File: src/rtl/decoder_select_arbiter_pkg.sv
// Shared definitions for the decoder select arbiter: FSM state encoding and
// a circular priority search that other round-robin arbiters can reuse.
package decoder_select_arbiter_pkg;

   typedef enum logic [1:0] {
      IDLE  = 2'd0,
      GRANT = 2'd1,
      GUARD = 2'd2
   } state_t;

   // Widest request vector the search function handles.
   localparam int MAX_REQ   = 32;
   localparam int MAX_REQ_W = $clog2(MAX_REQ);

   // Returns the first set index scanning ptr, ptr+1, ..., n-1, 0, ..., ptr-1,
   // or -1 when no bit below n is set. ptr must be below n.
   function automatic int rr_search(input logic [MAX_REQ-1:0] req,
                                    input int ptr,
                                    input int n);
      int result;
      int idx;
      result = -1;
      for (int k = MAX_REQ - 1; k >= 0; k--) begin
         if (k < n) begin
            idx = ptr + k;
            if (idx >= n) begin
               idx = idx - n;
            end
            if (req[idx[MAX_REQ_W-1:0]]) begin
               result = idx;
            end
         end
      end
      return result;
   endfunction

endpackage

File: src/rtl/decoder_select_arbiter_if.sv
// Bus between the requesting masters and the arbiter: requests in, decoder
// control and decoded active-low selects out.
interface decoder_select_arbiter_if #(
   parameter int WIDTH_OUT = 8,
   parameter int WIDTH_IN  = $clog2(WIDTH_OUT)
);

   logic [WIDTH_OUT-1:0] Request;
   logic [WIDTH_IN-1:0]  A;
   logic                 Enable1_bar;
   logic                 Enable2_bar;
   logic                 Enable3;
   logic                 Active;
   logic [WIDTH_OUT-1:0] Select_bar;

   modport master (
      output Request,
      input  A, Enable1_bar, Enable2_bar, Enable3, Active, Select_bar
   );

   modport slave (
      input  Request,
      output A, Enable1_bar, Enable2_bar, Enable3, Active, Select_bar
   );

endinterface

File: src/rtl/decoder_select_arbiter_ttl_74138.sv
// Generic 74138-style decoder: with both active-low enables low and the
// active-high enable high, output line A is driven low; otherwise all high.
module ttl_74138 #(
   parameter int WIDTH_OUT  = 8,
   parameter int WIDTH_IN   = $clog2(WIDTH_OUT),
   parameter int DELAY_RISE = 0,
   parameter int DELAY_FALL = 0
) (
   input  logic                 Enable1_bar,
   input  logic                 Enable2_bar,
   input  logic                 Enable3,
   input  logic [WIDTH_IN-1:0]  A,
   output logic [WIDTH_OUT-1:0] Select_bar
);

   logic enabled;
   logic delay_unused;

   assign enabled = !Enable1_bar && !Enable2_bar && Enable3;

   // Rise/fall delays are timing annotation for board-level models only;
   // the synthesized decoder is zero-delay logic.
   assign delay_unused = (DELAY_RISE != 0) || (DELAY_FALL != 0);

   // Pull exactly the addressed line low while the decoder is enabled.
   always_comb begin
      Select_bar = '1;
      if (enabled) begin
         Select_bar[A] = 1'b0;
      end
   end

endmodule

File: src/rtl/decoder_select_arbiter.sv
// Round-robin arbiter sharing one 74138 decoder among WIDTH_OUT requesters.
// Each tenure lasts 1..MAX_HOLD cycles and is followed by GUARD_CYCLES of
// decoder-disabled time so two owners never overlap on the select lines.
module decoder_select_arbiter
   import decoder_select_arbiter_pkg::*;
#(
   parameter int WIDTH_OUT    = 8,
   parameter int WIDTH_IN     = $clog2(WIDTH_OUT),
   parameter int MAX_HOLD     = 4,
   parameter int GUARD_CYCLES = 1,
   parameter int DELAY_RISE   = 0,
   parameter int DELAY_FALL   = 0
) (
   input logic                    Clk,
   input logic                    Clear_bar,
   decoder_select_arbiter_if.slave bus
);

   localparam int HOLD_W  = $clog2(MAX_HOLD + 1);
   localparam int GUARD_W = $clog2(GUARD_CYCLES + 1);

   state_t               state_q, state_d;
   logic [WIDTH_IN-1:0]  a_q, a_d;
   logic [WIDTH_IN-1:0]  ptr_q, ptr_d;
   logic [HOLD_W-1:0]    hold_q, hold_d;
   logic [GUARD_W-1:0]   guard_q, guard_d;
   logic                 grant_q;

   int                   win_int;
   logic                 win_found;
   logic [WIDTH_IN-1:0]  win_idx;

   logic                 en1_bar;
   logic                 en2_bar;
   logic                 en3;

   // Circular search for the next owner starting at the round-robin pointer.
   always_comb begin
      win_int   = rr_search(MAX_REQ'(bus.Request), int'(ptr_q), WIDTH_OUT);
      win_found = (win_int >= 0);
      win_idx   = WIDTH_IN'(win_int);
   end

   // Next-state logic: pick an owner, time its tenure, then run the guard gap.
   always_comb begin
      state_d = state_q;
      a_d     = a_q;
      ptr_d   = ptr_q;
      hold_d  = hold_q;
      guard_d = guard_q;
      case (state_q)
         IDLE: begin
            if (win_found) begin
               state_d = GRANT;
               a_d     = win_idx;
               hold_d  = '0;
            end
         end
         GRANT: begin
            if (!bus.Request[a_q] || (hold_q == HOLD_W'(MAX_HOLD - 1))) begin
               state_d = GUARD;
               guard_d = '0;
               ptr_d   = (a_q == WIDTH_IN'(WIDTH_OUT - 1)) ? '0 : a_q + WIDTH_IN'(1);
            end else begin
               hold_d = hold_q + HOLD_W'(1);
            end
         end
         GUARD: begin
            if (guard_q == GUARD_W'(GUARD_CYCLES - 1)) begin
               if (win_found) begin
                  state_d = GRANT;
                  a_d     = win_idx;
                  hold_d  = '0;
               end else begin
                  state_d = IDLE;
               end
            end else begin
               guard_d = guard_q + GUARD_W'(1);
            end
         end
         default: begin
            state_d = IDLE;
         end
      endcase
   end

   // State, owner, pointer and counters; grant_q is a dedicated flop so the
   // decoder enables come straight from a register and cannot glitch.
   always_ff @(posedge Clk or negedge Clear_bar) begin
      if (!Clear_bar) begin
         state_q <= IDLE;
         a_q     <= '0;
         ptr_q   <= '0;
         hold_q  <= '0;
         guard_q <= '0;
         grant_q <= 1'b0;
      end else begin
         state_q <= state_d;
         a_q     <= a_d;
         ptr_q   <= ptr_d;
         hold_q  <= hold_d;
         guard_q <= guard_d;
         grant_q <= (state_d == GRANT);
      end
   end

   assign en1_bar = ~grant_q;
   assign en2_bar = ~grant_q;
   assign en3     = grant_q;

   assign bus.A           = a_q;
   assign bus.Enable1_bar = en1_bar;
   assign bus.Enable2_bar = en2_bar;
   assign bus.Enable3     = en3;
   assign bus.Active      = grant_q;

   ttl_74138 #(
      .WIDTH_OUT  (WIDTH_OUT),
      .WIDTH_IN   (WIDTH_IN),
      .DELAY_RISE (DELAY_RISE),
      .DELAY_FALL (DELAY_FALL)
   ) u_decoder (
      .Enable1_bar (en1_bar),
      .Enable2_bar (en2_bar),
      .Enable3     (en3),
      .A           (a_q),
      .Select_bar  (bus.Select_bar)
   );

endmodule

File: src/flat_wrapper.sv
// flat-port wrapper written by rule: the top's interface ports become plain ports
module decoder_select_arbiter_flat import decoder_select_arbiter_pkg::*;
#(
   parameter int WIDTH_OUT    = 8,
   parameter int WIDTH_IN     = $clog2(WIDTH_OUT),
   parameter int MAX_HOLD     = 4,
   parameter int GUARD_CYCLES = 1,
   parameter int DELAY_RISE   = 0,
   parameter int DELAY_FALL   = 0
)
  (Clk, Clear_bar, bus_Request, bus_A, bus_Enable1_bar, bus_Enable2_bar, bus_Enable3, bus_Active, bus_Select_bar);
  decoder_select_arbiter_if #(.WIDTH_OUT(WIDTH_OUT), .WIDTH_IN(WIDTH_IN)) bus_i ();
  input logic Clk;
  input logic Clear_bar;
  input wire logic [$bits(bus_i.Request)-1:0] bus_Request;
  output wire logic [$bits(bus_i.A)-1:0] bus_A;
  output wire logic [$bits(bus_i.Enable1_bar)-1:0] bus_Enable1_bar;
  output wire logic [$bits(bus_i.Enable2_bar)-1:0] bus_Enable2_bar;
  output wire logic [$bits(bus_i.Enable3)-1:0] bus_Enable3;
  output wire logic [$bits(bus_i.Active)-1:0] bus_Active;
  output wire logic [$bits(bus_i.Select_bar)-1:0] bus_Select_bar;
  assign bus_i.Request = bus_Request;
  assign bus_A = bus_i.A;
  assign bus_Enable1_bar = bus_i.Enable1_bar;
  assign bus_Enable2_bar = bus_i.Enable2_bar;
  assign bus_Enable3 = bus_i.Enable3;
  assign bus_Active = bus_i.Active;
  assign bus_Select_bar = bus_i.Select_bar;
  decoder_select_arbiter #(.WIDTH_OUT(WIDTH_OUT), .WIDTH_IN(WIDTH_IN), .MAX_HOLD(MAX_HOLD), .GUARD_CYCLES(GUARD_CYCLES), .DELAY_RISE(DELAY_RISE), .DELAY_FALL(DELAY_FALL)) u_core (.Clk(Clk), .Clear_bar(Clear_bar), .bus(bus_i));
endmodule
File: config.mk
export PLATFORM = sky130hd
export DESIGN_NAME = decoder_select_arbiter_flat
export DESIGN_NICKNAME = d
export VERILOG_FILES = /design/src/rtl/decoder_select_arbiter_pkg.sv /design/src/rtl/decoder_select_arbiter_if.sv /design/src/rtl/decoder_select_arbiter_ttl_74138.sv /design/src/rtl/decoder_select_arbiter.sv /design/src/flat_wrapper.sv
export SDC_FILE = /design/constraint.sdc
export NUM_CORES = 1
export LEC_CHECK = 0
export ABC_CLOCK_PERIOD_IN_PS = 7350
export CORE_MARGIN = 2
export CORE_UTILIZATION = 45
export DETAILED_ROUTE_END_ITERATION = 8
export PLACE_DENSITY_LB_ADDON = 0.08
export SLEW_MARGIN = 20
export SYNTH_ARGS = -nofsm -noshare
export SYNTH_HDL_FRONTEND = slang
export SYNTH_SLANG_ARGS = --single-unit
File: constraint.sdc
create_clock -name Clk -period 7.35 [get_ports Clk]
set_input_delay 0.735 -clock Clk [delete_from_list [all_inputs] [get_ports Clk]]
set_output_delay 0.735 -clock Clk [all_outputs]
set_load 0.01 [all_outputs]
# --- Word-level counts from Yosys, hierarchy flattened ---
# Index checks and enable logic that the tools add are counted.
totals:
  regBits: 13
  in_bits: 10
op_classes:
  n_reduce_logical: 11
  eq_ne: 8
  magnitude_cmp: 19
  n_bitwise: 2
  n_mux: 53
  add_sub_neg: 18
op_table:
  columns: ["operator", "n"]
  rows:
  - ["$mux 32", 16]
  - ["$ge 32x5->1 const B", 7]
  - ["$sub 32x5->32 const B", 7]
  - ["$lt 5x6->1 const B", 8]
  - ["$bmux 1 s5", 8]
  - ["$ge 32x1->1 const B", 1]
  - ["$mux 3", 6]
  - ["$add 3x3->4 const B", 4]
  - ["$mux 1", 13]
  - ["$pmux 3 s3", 1]
  - ["$add 3x2->4 const B", 2]
  - ["$mux 8", 1]
  - ["$not 8->8", 1]
  - ["$add 3x1->3 const B", 2]
  - ["$mux 2", 3]
  - ["$pmux 2 s3", 1]
  - ["$pmux 3 s2", 1]
  - ["$reduce_and 2->1", 3]
  - ["$sub 3x4->5 const B", 1]
  - ["$add 3x1->4 const B", 1]
  - ["$eq 2x1->1 const B", 2]
  - ["$ge 3x4->1 const B", 1]
  - ["$lt 3x4->1 const B", 1]
  - ["$ne 2x2->1 const B", 2]
  - ["17 further kinds", 18]

# --- Logic depth before layout (Yosys ltp) ---
logic_depth:
  depth_word: 18
  mapped_depth: 13
  depth_no_buf: 11

# --- By module ---
# A second synthesis with hierarchy kept.
unflattened:
  hier_cells: 163
  hier_area_um2: 1539.0
by_module_without_submodules:
  columns: ["mod", "area_each_um2", "instances", "cells_each"]
  rows:
  - ["decoder_select_arbiter", 1456.4, 1, 150]
  - ["ttl_74138", 82.6, 1, 13]

# --- Worst setup path after synthesis ---
# Ideal clock, no wire load.
synth_path:
  path_kind: "reg2reg"
  startpoint: "reg u_core.ptr_q[0]"
  endpoint: "reg u_core.hold_q[0]"
  path_slack_ns: 4.250
  required_ns: 7.225
  t_arrival_ns: 2.975
  path_stages_with_launch: 12
  cell_sequence: "dfrtp_1 buf_2 buf_2 inv_1 ha_1 buf_4 mux4_2 mux2_2 a21oi_2 a31oi_4 a21oi_4 mux2_4"
synth_between:
  elab_chain_cells: 17
  elab_cells_between_ends: 59
  classes_between: "add/sub: 15; order compare: 9; mux: 35"
synth_rtl:
  columns: ["item", "line_no", "source"]
  rows:
  - ["start: declaration", "decoder_select_arbiter.sv:24", "logic [WIDTH_IN-1:0] ptr_q, ptr_d;"]
  - ["start signal: assignment", "decoder_select_arbiter.sv:100", "ptr_q <= ptr_d;"]
  - ["$add 3x3->4", "decoder_select_arbiter_pkg.sv:25", "idx = ptr + k;"]
  - ["$sub 32x5->32 / $ge 32x5->1 (equally long branches)", "decoder_select_arbiter_pkg.sv:27, decoder_select_arbiter_pkg.sv:26", null]
  - ["$mux 32", "decoder_select_arbiter_pkg.sv:26", "if (idx >= n) begin"]
  - ["$bmux 1 s5", "decoder_select_arbiter_pkg.sv:29", "if (req[idx[MAX_REQ_W-1:0]]) begin"]
  - ["$mux 1 (not written as such)", "decoder_select_arbiter_pkg.sv:29", null]
  - ["$mux 32 (7 in a row)", "decoder_select_arbiter_pkg.sv:29", null]
  - ["$mux 32 (*)", "decoder_select_arbiter_pkg.sv:29", null]
  - ["$ge 32x1->1 (*)", "decoder_select_arbiter.sv:40", "win_found = (win_int >= 0);"]
  - ["$mux 3 (*)", null, null]
  - ["$mux 3", null, null]
  - ["$pmux 3 s3 (*)", null, null]
  - ["end signal: assignment", "decoder_select_arbiter.sv:101", "hold_q <= hold_d;"]
  - ["end: declaration", "decoder_select_arbiter.sv:25", "logic [HOLD_W-1:0] hold_q, hold_d;"]
# Every way passes the cells marked *; elsewhere a longest branch is shown, timed or not. The select of a mux whose other input is x is not followed.
# A chain may end at the register's enable or synchronous reset.

# --- Worst setup path after layout ---
# Ends and elaborated chain as after synthesis.

==> metrics.txt <==
final hold viol count 0; input/output buffers 24; worst r2r path cells 8; worst hold path type reg2reg; Skew-Pair Late Insertion Delay ~240 ps; die width approximately 65 µm; Critical Path Fanout Max 18; post-route ant nets 0; top post-synthesis cells by area dfrtp_1 (18%), mux4_2 (15%), ha_1 (9.8%); crit-path leading delay family multiplexers; RSZ-0062 raised after global routing no; largest net degree at the start of global routing 19; WP data arrival about 3800 ps; Core Region approximately 3600 µm²; Max transition margin 0.485; sequential fraction of the synthesis area 0.180; post-route setup slack 3690 ps; hold buffer count at cts 0; H-Tree Depth 1; post-detail-place hpwl about 3.2 mm; Starting Density 0.462; largest area contributor in the netlist dfrtp_1; design area about 1900 µm²; TritonCTS clock tree built; post-route insts no fill 230; clk sink count 12; Final nets a little over 200; Slowest cell on crit path dfrtp_1; register bit count reported by yosys 12; Die Area 4200 µm²; ys flop type dfrtp_1; Hold Path Stages 1; ANT cells 0; Worst Tran Pin Value approximately 770 ps; Critical Path RT between 7000 and 8000 ps; setup_tns 0 ps; Worst VDD drop 0.000229 V; Row Count 22; largest stage delay on the critical path 810 ps; DP Area between 1500 and 2000 µm²; Pwr per Cell Area approximately 520 nW/µm²; share of layout cells above drive strength 1 0.154; total wire length between 4 and 5 mm; crit share post-route 0.497; Post-CTS Setup Repair Bufs 0; CP Launch Type register; max-slew violation count 0; DR vias/cell 6.08; Die Y-Extent around 65 µm; Final Util 0.536; drt first pass iters 4; Crit. path cell count 8; RePlAce Congestion between 0.9 and 1; clk buf depth 2; Total Routing Usage GR 0.221; initial antenna violation count 0; Post-Syn Nets about 190; Fmax achieved about 0.27 GHz; EDFF count, synth 0; outcome finished, final reports clean; Cells after Synth roughly 170; Post-synth top cells inv_1 (14), nand2_1 (14), ha_1 (13), dfrtp_1 (12); Async SR Flop Fraction 1.00; number of DRC markers in iteration 0 51; P&R area growth vs syn 16.0%; Placed Instances roughly 230; Num CTS Buffers 3; worst path bufs/invs 1; global-route wire length before repair about 7 mm; Mean Syn Cell Area between 10 and 15 µm²; CTS resizes 0; Worst setup EP type register; top cell type's share of synthesized area 0.180; Remaining Overflow, GRT 0; setup clock skew after layout about 2.8 ps; I/O pins 25; WL/cell ~19 µm; drc violations 0; final setup fails 0; Lkg Pwr 0.792 nW; CTS Root Cell clkbuf_8; maxcap violations 0; crit path kind reg2reg; Synth Warn # 0; clk slew on worst S/H paths roughly 50 ps; pre-CTS setup slack about 3700 ps; minimum clock period 3660 ps; Cell Chain, Critical Path inv_1, ha_1, mux4_2, mux2_2, a21oi_2, a31oi_4, a21oi_4, mux2_4; post-synthesis cell area around 1700 µm²; Netlist cell types 49; vias in the first global route about 1400; vias 1399
-- registers in the layout (all words and copies together), names as in the netlist --
register and count:
u_core.hold_q 3, u_core.ptr_q 3, u_core.state_q 2, u_core.bus.Active 1, u_core.bus.A 3
-- logic make-up after synthesis --
logic type | after synthesis | synth area share
adders and majority gates | 13 | 0.0977
DFF | 12 | 0.180
muxes | 31 | 0.320
and+or+nand+nor | 48 | 0.146
buffers and inverters | 25 | 0.0766
AOI/OAI and AO/OA | 35 | 0.169
xor gates and xnor gates | 2 | 0.0105
-- cell type report --
cell class	instances	area (µm²)
flip-flops and latches	12	300
inverters	14	52.6
multi-input cells	129	1240
fillers	329	1670
clock buffers	3	41.3
repair buffers	24	240
well taps	48	60.1
-- metal layers --
layer | routed length, µm | GRT usage
met1 | 1870 | 0.283
met2 | 2170 | 0.385
met3 | 184 | 0.0260
met4 | 64 | 0.0718
met5 | 0 | 0
-- cell usage in the layout (no fill, tap or decap), drive strengths merged, types with 2 or more instances in the layout --
| cell type | instances |
|---|---|
| clkdlybuf4s50 | 24 |
| mux4 | 15 |
| mux2i | 6 |
| nor2 | 11 |
| clkbuf | 3 |
| a21boi | 2 |
| inv | 14 |
| nand2b | 3 |
| ha | 13 |
| o21ai | 6 |
| mux2 | 10 |
| o311ai | 2 |
| nand3 | 7 |
| a31oi | 6 |
| nand2 | 14 |
| nor2b | 6 |
| a22o | 2 |
| dfrtp | 12 |
| a21oi | 6 |
-- report_power, final --
group,switching [mW],total [mW],leakage (nW),internal [mW]
Sequential,0.0830,0.180,0.148,0.0973
Clock,0.0232,0.0593,0.0216,0.0361
Combinational,0.397,0.773,0.622,0.376
-- through the flow --
step,hold slack (ps),total power [mW]
floorplan,439,0.772
global placement,498,0.943
detailed placement,508,0.949
CTS,530,1.01
global route,545,1.10
finish,522,1.01
-- final timing paths --
path | start | endpoint | slack (ps)
max reg2reg | u_core.ptr_q[0]$_DFFE_PN0P_ | u_core.hold_q[0]$_DFFE_PN0P_ | 3690
max in group asynchronous | Clear_bar | u_core.bus.Active$_DFF_PN0_ | 6130
max | u_core.ptr_q[0]$_DFFE_PN0P_ | u_core.hold_q[0]$_DFFE_PN0P_ | 3690
min | u_core.hold_q[2]$_DFFE_PN0P_ | u_core.hold_q[2]$_DFFE_PN0P_ | 520
min reg2reg | u_core.hold_q[2]$_DFFE_PN0P_ | u_core.hold_q[2]$_DFFE_PN0P_ | 520
min in group asynchronous | Clear_bar | u_core.hold_q[1]$_DFFE_PN0P_ | 860
(Power assumes the default switching activity.)
